## src/rtl/sram_mem_ctrl_pkg.sv

```systemverilog
// Shared types for the MEM-stage SRAM controller: FSM states, access op and phase-counter width.
package sram_mem_ctrl_pkg;

    typedef enum logic [1:0] {IDLE, LO, HI, DONE} state_e;

    typedef enum logic {OP_RD, OP_WR} op_e;

    // Wide enough for ACCESS_CYCLES up to 15.
    localparam int unsigned CNT_W = 4;

endpackage

```

## src/rtl/sram_rd_buf.sv

```systemverilog
// One-entry word buffer for the SRAM controller: holds the last word read and tracks writes to it.
// Only instantiated when SRAM_MEM_CTRL_RD_BUF_EN is defined.
module sram_rd_buf #(
    parameter int unsigned TAG_W = 17
) (
    input  logic             clk,
    input  logic             rst,
    input  logic [TAG_W-1:0] lookup_tag,
    output logic             hit,
    output logic [31:0]      hit_data,
    input  logic             done_en,
    input  logic             done_wr,
    input  logic [TAG_W-1:0] done_tag,
    input  logic [31:0]      done_data
);

    logic             valid_q;
    logic [TAG_W-1:0] tag_q;
    logic [31:0]      data_q;

    assign hit      = valid_q && (tag_q == lookup_tag);
    assign hit_data = data_q;

    always_ff @(posedge clk) begin
        if (rst) begin
            valid_q <= 1'b0;
            tag_q   <= '0;
            data_q  <= '0;
        end else if (done_en) begin
            if (!done_wr) begin
                valid_q <= 1'b1;
                tag_q   <= done_tag;
                data_q  <= done_data;
            end else if (valid_q && (tag_q == done_tag)) begin
                // Keep the buffered copy coherent with the word just stored.
                data_q <= done_data;
            end
        end
    end

endmodule

```

## src/rtl/sram_mem_ctrl.sv

```systemverilog
// MEM-stage controller splitting 32-bit loads/stores into two halfword accesses on a 16-bit async
// SRAM. Define SRAM_MEM_CTRL_RD_BUF_EN to add a one-entry read buffer that short-circuits reloads.
module sram_mem_ctrl
    import sram_mem_ctrl_pkg::*;
#(
    parameter logic [31:0] BASE_ADDR     = 32'd1024,
    parameter int unsigned ADDR_W        = 18,
    parameter int unsigned ACCESS_CYCLES = 2
) (
    input  logic              clk,
    input  logic              rst,
    input  logic              rd_en,
    input  logic              wr_en,
    input  logic [31:0]       addr,
    input  logic [31:0]       wdata,
    output logic [31:0]       rdata,
    output logic              ready,
    output logic [ADDR_W-1:0] sram_addr,
    output logic [15:0]       sram_dq_out,
    output logic              sram_dq_oe,
    input  logic [15:0]       sram_dq_in,
    output logic              sram_we_n
);

    localparam logic [CNT_W-1:0] LastCnt = CNT_W'(ACCESS_CYCLES - 1);

    state_e            state;
    op_e               op_q;
    logic [CNT_W-1:0]  cnt;
    logic [ADDR_W-2:0] word_q;
    logic [31:0]       wdata_q;

    logic              req;
    op_e               req_op;
    logic [31:0]       addr_off;
    logic [ADDR_W-2:0] req_word;
    logic              last;
    logic              buf_hit;
    logic [31:0]       buf_data;
    logic              unused_off;

    assign req        = rd_en | wr_en;
    assign req_op     = wr_en ? OP_WR : OP_RD;
    assign addr_off   = addr - BASE_ADDR;
    assign req_word   = addr_off[ADDR_W:2];
    assign unused_off = ^{addr_off[31:ADDR_W+1], addr_off[1:0]};
    assign last       = (cnt == LastCnt);

`ifdef SRAM_MEM_CTRL_RD_BUF_EN
    sram_rd_buf #(
        .TAG_W(ADDR_W - 1)
    ) u_rd_buf (
        .clk       (clk),
        .rst       (rst),
        .lookup_tag(req_word),
        .hit       (buf_hit),
        .hit_data  (buf_data),
        .done_en   (state == DONE),
        .done_wr   (op_q == OP_WR),
        .done_tag  (word_q),
        .done_data ((op_q == OP_WR) ? wdata_q : rdata)
    );
`else
    assign buf_hit  = 1'b0;
    assign buf_data = '0;
`endif

    always_ff @(posedge clk) begin
        if (rst) begin
            state       <= IDLE;
            op_q        <= OP_RD;
            cnt         <= '0;
            word_q      <= '0;
            wdata_q     <= '0;
            rdata       <= '0;
            sram_addr   <= '0;
            sram_dq_out <= '0;
            sram_dq_oe  <= 1'b0;
            sram_we_n   <= 1'b1;
        end else begin
            unique case (state)
                IDLE: begin
                    if (req) begin
                        op_q    <= req_op;
                        word_q  <= req_word;
                        wdata_q <= wdata;
                        cnt     <= '0;
                        if (req_op == OP_RD && buf_hit) begin
                            state <= DONE;
                            rdata <= buf_data;
                        end else begin
                            state       <= LO;
                            sram_addr   <= {req_word, 1'b0};
                            sram_dq_out <= wdata[15:0];
                            sram_dq_oe  <= wr_en;
                            sram_we_n   <= ~wr_en;
                        end
                    end
                end
                LO: begin
                    if (last) begin
                        state       <= HI;
                        cnt         <= '0;
                        sram_addr   <= {word_q, 1'b1};
                        sram_dq_out <= wdata_q[31:16];
                        if (op_q == OP_RD) rdata[15:0] <= sram_dq_in;
                    end else begin
                        cnt <= cnt + 1'b1;
                    end
                end
                HI: begin
                    if (last) begin
                        state      <= DONE;
                        cnt        <= '0;
                        sram_dq_oe <= 1'b0;
                        sram_we_n  <= 1'b1;
                        if (op_q == OP_RD) rdata[31:16] <= sram_dq_in;
                    end else begin
                        cnt <= cnt + 1'b1;
                    end
                end
                DONE: state <= IDLE;
            endcase
        end
    end

    always_comb begin
        ready = 1'b0;
        unique case (state)
            IDLE:    ready = ~req;
            LO, HI:  ready = 1'b0;
            DONE:    ready = 1'b1;
        endcase
    end

endmodule

```

## config.mk

```make
export PLATFORM = sky130hd
export DESIGN_NAME = sram_mem_ctrl
export DESIGN_NICKNAME = d
export VERILOG_FILES = /design/src/rtl/sram_mem_ctrl_pkg.sv /design/src/rtl/sram_rd_buf.sv /design/src/rtl/sram_mem_ctrl.sv
export SDC_FILE = /design/constraint.sdc
export NUM_CORES = 1
export LEC_CHECK = 0
export CAP_MARGIN = 5
export CELL_PAD_IN_SITES_DETAIL_PLACEMENT = 0
export CELL_PAD_IN_SITES_GLOBAL_PLACEMENT = 1
export CORE_ASPECT_RATIO = 0.6
export CORE_MARGIN = 3
export CORE_UTILIZATION = 33
export CTS_CLUSTER_SIZE = 24
export DETAILED_ROUTE_END_ITERATION = 12
export MAX_ROUTING_LAYER = met4
export PLACE_DENSITY_LB_ADDON = 0.08
export SETUP_SLACK_MARGIN = 0.5
export SKIP_LAST_GASP = 1
export SYNTH_ARGS = -nofsm -noshare
export SYNTH_HDL_FRONTEND = slang
export SYNTH_SLANG_ARGS = --single-unit
```

## constraint.sdc

```tcl
create_clock -name clk -period 2 [get_ports clk]
set_input_delay 0.5 -clock clk [delete_from_list [all_inputs] [get_ports clk]]
set_output_delay 0.5 -clock clk [all_outputs]
set_load 0.1 [all_outputs]
```

==> results of run 1 <==
==> state kept, by name (all words and copies together), names as in the netlist <==
| signal | count |
|---|---|
| cnt | 4 |
| sram_we_n | 1 |
| sram_dq_oe | 1 |
| wdata_q | 16 |
| rdata | 32 |
| op_q | 1 |
| sram_dq_out | 16 |
| state | 2 |
| word_q | 17 |
| sram_addr | 18 |
==> cells in the final DEF, fill, tap and decap left out, drive strengths merged, types with 2 or more instances in the layout <==
| cell | netlist | routed |
|---|---|---|
| a211oi | 34 | 34 |
| a21oi | 64 | 64 |
| buf | 19 | 137 |
| clkbuf | 20 | 19 |
| clkdlybuf4s50 | 0 | 60 |
| clkinv | 0 | 2 |
| dfxtp | 108 | 108 |
| dlygate4sd2 | 0 | 3 |
| ha | 8 | 8 |
| inv | 8 | 9 |
| mux2i | 28 | 28 |
| nand2 | 123 | 123 |
| nand2b | 6 | 6 |
| nand3 | 3 | 3 |
| nand3b | 3 | 3 |
| nand4b | 3 | 3 |
| nor2 | 46 | 46 |
| nor3b | 6 | 6 |
| nor4 | 2 | 2 |
| o211ai | 3 | 3 |
| o21a | 2 | 2 |
| o21ai | 10 | 10 |
| o221ai | 3 | 3 |
| o31ai | 2 | 2 |
| or2 | 2 | 3 |
| or3 | 2 | 2 |
| or3b | 2 | 2 |
| xnor2 | 5 | 5 |
==> power by group through the flow <==
| stage | Sequential (µW) | Clock (µW) | Combinational, µW |
|---|---|---|---|
| after floorplan | 5430 | 0 | 2380 |
| after global placement | 3070 | 0 | 6190 |
| after detailed placement | 3080 | 0 | 6240 |
| after CTS | 3070 | 1850 | 7590 |
| after global routing | 3220 | 1920 | 9650 |
| final | 3150 | 1780 | 9210 |
==> cell usage after synthesis, types with 6 or more instances <==
master,instances,area share
nand2_1,123,0.10
ha_1,8,0.022
clkbuf_1,20,0.017
nor2_1,46,0.038
dfxtp_1,108,0.48
inv_1,8,0.0067
mux2i_1,28,0.062
o21ai_0,10,0.011
buf_2,10,0.011
a211oi_1,32,0.053
nand2b_1,6,0.0083
a21oi_1,63,0.070
==> cell families (layout without fill, tap and decap cells) <==
kind of cell | count (synthesis) | count (layout) | share of synthesized area
AOI/OAI and AO/OA | 123 | 123 | 0.171
xor gates and xnor gates | 6 | 6 | 0.0117
DFF | 108 | 108 | 0.481
buffers and inverters | 47 | 233 | 0.0470
muxes | 29 | 29 | 0.0648
and+or+nand+nor | 202 | 203 | 0.203
adders and majority gates | 8 | 8 | 0.0223
==> final cells by class <==
| cell class | count | area, µm² | area share |
|---|---|---|---|
| clock buffers | 11 | 233 | 0.0293 |
| clock inverters | 5 | 61.3 | 0.00771 |
| inverters | 8 | 52.6 | 0.00661 |
| multi-input cells | 369 | 2720 | 0.342 |
| flip-flops and latches | 108 | 2180 | 0.274 |
| well taps | 170 | 213 | 0.0267 |
| repair buffers | 209 | 2490 | 0.314 |
==> per-layer routing <==
metal / vias up / global-route usage
met5: - / -
met4: 0 / 0.0393
met3: 10 / 0.0485
met2: 85 / 0.284
met1: 2108 / 0.244
li1: 2168 / -
==> worst min-delay path, delay by kind of cell (launching register included) <==
kind / cells / cell delay (ns)
compound gates: 1 / 0.05
flops: 1 / 0.31
simple gates: 1 / 0.05
==> worst paths after layout <==
kind	start	end	slack, ns	cells after the start
min reg2reg	rdata[27]	rdata[27]	0.45	2
min	rdata[27]	rdata[27]	0.45	2
max reg2reg	state[1]	sram_addr[3]	0.16	11
max	wr_en	ready	0.13	4
==> stage by stage <==
stage | worst slack [ns] | utilization
6_report | 0.132 | 0.607
5_1_grt | 0.0846 | 0.607
4_1_cts | 0.133 | 0.541
3_5_place_dp | -0.366 | 0.474
3_3_place_gp | -0.329 | 0.474
2_1_floorplan | 0.103 | -
==> repair_timing <==
item                       in CTS  in global routing
resized for setup              90                144
pin swaps                      26                 48
cloned                          5                  9
setup endpoints to repair     133                145
buffers inserted               17                 15
==> results.json, run 1 <==
{
  "status": "finished, final reports clean",
  "yosys_warnings": 0,
  "wl_per_cell_um": 17.2,
  "hpwl_um": 8790,
  "synthArstFlopShare": 0,
  "vias_per_cell": 4.97,
  "die_height_um": 96.4,
  "cap_violations": 0,
  "p_seq_frac": 0.223,
  "cts-root-buf": "clkbuf_16",
  "fillers": 1105,
  "hold_buffers": 0,
  "p_sw_uw": 6600,
  "area_growth_pct": 76.8,
  "io_pins": 153,
  "crit_slowest_cell": "dlygate4sd2_1",
  "critical_path_buf_inv_count": 2,
  "fin_tns_setup_ns": 0,
  "cts.sinks": 108,
  "ys_types": 44,
  "holdCritPathClass": "reg -> reg",
  "cts_htree_levels": 3,
  "cp.required_ns": 1.50,
  "num_antenna_cells": 0,
  "clock_latency_ns": 0.35,
  "cp_slowest_stage_delay_ns": 0.32,
  "critical_path_class": "in -> out",
  "p_comb_frac": 0.651,
  "slew_violations": 0,
  "worst_pin_slew_ns": 0.469,
  "synth_edf_count": 0,
  "cellLeakagePower_uw": 0.00301,
  "power.density_mw_per_mm2": 1780,
  "synth_nets": 615,
  "power.total_uw": 14100,
  "grt_pass1_vias": 4135,
  "crit_arrival_ns": 1.37,
  "cts_tree": "yes",
  "dp.cells": 818,
  "routed_wirelength_um": 15200,
  "drt_iter0_drc": 173,
  "grt_usage": 0.184,
  "cts_made_buffers": 9,
  "avgSynthCellArea_um2": 8.60,
  "swShare": 0.467,
  "fin_area_mm2": 0.00795,
  "post_dp_cell_area_mm2": 0.00620,
  "wl_met3_um": 591,
  "start_kind": "input port",
  "grt_max_degree": 39,
  "drive_above_1_share": 0.399,
  "cts.clk_slew.worst_paths_ns": 0.07,
  "clock_power_share": 0.126,
  "syn_area_mm2": 0.00450,
  "fin_nets": 797,
  "vias": 4371,
  "drc": 0,
  "first_pass_iters": 5,
  "m1WireLength_um": 7510,
  "fmax_mhz": 535,
  "relSlewSlack": 0.688,
  "antenna_found_initial": 0,
  "antenna_left": 0,
  "syn-instance-count": 523,
  "port_buffers": 137,
  "finalCritPeriodShare": 0.934,
  "cts.path.max_buffers": 2,
  "ir_drop_mv": 0.895,
  "clock_skew_ns": 0.0105,
  "worst-path-max-fanout": 5,
  "top_layer": "met4",
  "synth_flop_cell": "dfxtp_1",
  "crit_path_end_kind": "primary output",
  "synth-seq-area-share": 0.481,
  "fin_cells": 880,
  "wl_met2_um": 6960,
  "place.gp.congestion": 0.755,
  "period_minus_slack_ns": 1.87,
  "num_rows": 32,
  "setup_viol": 0,
  "die_area_mm2": 0.0151,
  "fin_hold_ws_ns": 0.453,
  "start_util": 0.344,
  "globalRoute.totalOverflow": 0,
  "rsz0062_at_grt": "yes",
  "timing.final.hold_violations": 0,
  "grt_pass1_wl_um": 21400,
  "coreArea_mm2": 0.0131,
  "crit_path_cell_trace": "dlygate4sd2_1 > o21a_2 > nor2_4 > buf_12",
  "die_w_um": 157,
  "internal-power_uw": 7540,
  "cp_top_family": "buffers and inverters",
  "ys_ff_latch": 108
}
(Power assumes the default switching activity.)
==> run 2: changes to the inputs <==
- SLEW_MARGIN: default -> 10
==> results of run 2 <==
Final layout, timing and power as in run 1 (identical DEF).
==> run 3: changes to the inputs <==
- RECOVER_POWER: default -> 100
==> run 3 against run 2 <==
Effect of this change: critical path depth up 7; sequential power down 3%; hold slack about the same; global-route usage unchanged; combinational power down 11%; non-clock buffer count unchanged; sequential cell count unchanged; total power down 7.6%; largest cell class unchanged.
==> results.json, run 3 (synthesized netlist as in run 1, its figures left out) <==
{
  "io_pins": 153,
  "start_kind": "flip-flop",
  "fillers": 1232,
  "biggestRegsByFlops": "rdata: 32 flops, sram_addr: 18 flops, word_q: 17 flops",
  "clock_latency_ns": 0.35,
  "crit_slowest_cell": "dfxtp_4",
  "largest_reg_flops": 32,
  "first_pass_iters": 4,
  "cts_made_buffers": 9,
  "antenna_left": 0,
  "crit_path_cell_trace": "inv_4 > buf_4 > buf_6 > ha_4 > nand2b_2 > a21oi_4 > buf_12 > buf_12 > buf_16 > nor2_1 > a211oi_2",
  "crit_path_end": "sram_addr[3]",
  "cts-root-buf": "clkbuf_16",
  "cts.clk_slew.worst_paths_ns": 0.07,
  "p_seq_frac": 0.233,
  "place.gp.congestion": 0.755,
  "cts.path.max_buffers": 2,
  "setup_viol": 0,
  "worst-path-max-fanout": 6,
  "port_buffers": 137,
  "power.density_mw_per_mm2": 1820,
  "antenna_found_initial": 0,
  "coreArea_mm2": 0.0131,
  "period_minus_slack_ns": 1.89,
  "drc": 0,
  "gr-usage-met2": 0.284,
  "r2r-end": "sram_addr[3]",
  "final_common_cell": "nand2_1",
  "cts_tree": "yes",
  "whs_path_depth": 2,
  "cp.required_ns": 2.26,
  "globalRoute.totalOverflow": 0,
  "area_growth_pct": 60.0,
  "internal-power_uw": 6720,
  "critical_path_class": "reg -> reg",
  "utilization": 0.550,
  "reg2reg_depth": 11,
  "drive_above_1_share": 0.352,
  "hold_buffers": 0,
  "grt_pass1_vias": 4135,
  "grt_use_met3": 0.0485,
  "slew_violations": 0,
  "grt-busiest-layer": "met2",
  "grt_max_degree": 39,
  "crit_arrival_ns": 2.15,
  "use_met1": 0.244,
  "swShare": 0.486,
  "timing.final.hold_violations": 0,
  "status": "finished, final reports clean",
  "worst_pin_slew_ns": 0.777,
  "drt_iter0_drc": 148,
  "grt_usage": 0.184,
  "vias_per_cell": 5.03,
  "finalCritPeriodShare": 0.944,
  "setup.worst_path.start": "state[1]",
  "cp_common_cell": "buf_12",
  "relSlewSlack": 0.479,
  "hpwl_um": 8790,
  "multi_input_area_mm2": 0.00254,
  "register_area_mm2": 0.00218,
  "clock_skew_ns": 0.0106,
  "final_cell_mix": "104 x nand2_1, 102 x dfxtp_1, 72 x clkbuf_2",
  "cp_slowest_stage_delay_ns": 0.37,
  "num_rows": 32,
  "largest_register": "rdata",
  "vias": 4428,
  "ir_drop_mv": 0.841,
  "fin_nets": 797,
  "p_comb_frac": 0.631,
  "fin_tns_setup_ns": 0,
  "wl_per_cell_um": 17.2,
  "num_antenna_cells": 0,
  "die_height_um": 96.4,
  "grt_pass1_wl_um": 21400,
  "clock_power_share": 0.136,
  "holdCritPathClass": "reg -> reg",
  "cap_violations": 0,
  "die_area_mm2": 0.0151,
  "routed_wirelength_um": 15100,
  "fmax_mhz": 530,
  "cellLeakagePower_uw": 0.00280,
  "rsz0062_at_grt": "yes",
  "start_util": 0.344,
  "r2r_slack_ns": 0.11,
  "cts_htree_levels": 3,
  "cts.sinks": 108,
  "p_sw_uw": 6350,
  "crit_path_end_kind": "flip-flop",
  "die_w_um": 157,
  "r2r-start": "state[1]"
}
run 3: routing by layer:
| metal | vias to the layer above | wire length, µm |
|---|---|---|
| met1 | 2138 | 7420 |
| met4 | 0 | 118 |
| met3 | 12 | 668 |
| met5 | - | 0 |
| li1 | 2169 | - |
| met2 | 109 | 6920 |
run 3: critical path, delay by kind of cell, from the launching register on:
| kind | cells | cell delay, ns |
|---|---|---|
| buffers and inverters | 6 | 0.67 |
| flip-flops | 1 | 0.37 |
| AND/OR/NAND/NOR | 2 | 0.25 |
| AO/OA/AOI/OAI | 2 | 0.34 |
| adder cells (fa/ha/maj) | 1 | 0.17 |
run 3: how the worst min path moves through the flow:
| stage | startpoint | endpoint | slack, ns |
|---|---|---|---|
| 4_1_cts | wdata_q[19] | wdata_q[19] | 0.46 |
| 3_3_place_gp | wdata_q[19] | wdata_q[19] | 0.44 |
| 3_5_place_dp | wdata_q[19] | wdata_q[19] | 0.45 |
| 2_1_floorplan | wdata_q[16] | wdata_q[16] | 0.44 |
| 5_1_grt | rdata[30] | rdata[30] | 0.47 |
| 6_report | rdata[27] | rdata[27] | 0.45 |
run 3: repair_timing:
| item | 4_1_cts | 5_1_grt |
|---|---|---|
| buffers inserted | 17 | 15 |
| gates resized for setup | 90 | 144 |
| endpoints found under the setup margin | 133 | 145 |
| gates cloned | 5 | 9 |
| pin swaps | 26 | 48 |
run 3: through the flow:
step | setup WS, ns | std cells | instance area [µm²] | hold WS, ns | total power [µW]
floorplan | 0.103 | 523 | 4680 | 0.436 | 7820
global placement | -0.329 | 818 | 6200 | 0.443 | 9260
detailed placement | -0.366 | 818 | 6200 | 0.447 | 9330
CTS | 0.133 | 856 | 7080 | 0.457 | 12500
global route | 0.0305 | 880 | 7200 | 0.474 | 13700
finish | 0.112 | 880 | 7200 | 0.453 | 13100
run 3: layout make-up:
class | instances | area share
Multi-Input combinational cell | 369 | 0.352
Sequential cell | 108 | 0.303
Timing Repair Buffer | 209 | 0.267
Clock buffer | 11 | 0.0323
Tap cell | 170 | 0.0296
Clock inverter | 5 | 0.00852
Inverter | 8 | 0.00730
run 3: power by group through the flow:
| stage | sequential (µW) | combinational (µW) | clock [µW] |
|---|---|---|---|
| 2_1_floorplan | 5430 | 2380 | 0 |
| 3_3_place_gp | 3070 | 6190 | 0 |
| 3_5_place_dp | 3080 | 6240 | 0 |
| 4_1_cts | 3070 | 7590 | 1850 |
| 5_1_grt | 3120 | 8670 | 1920 |
| 6_report | 3050 | 8240 | 1780 |
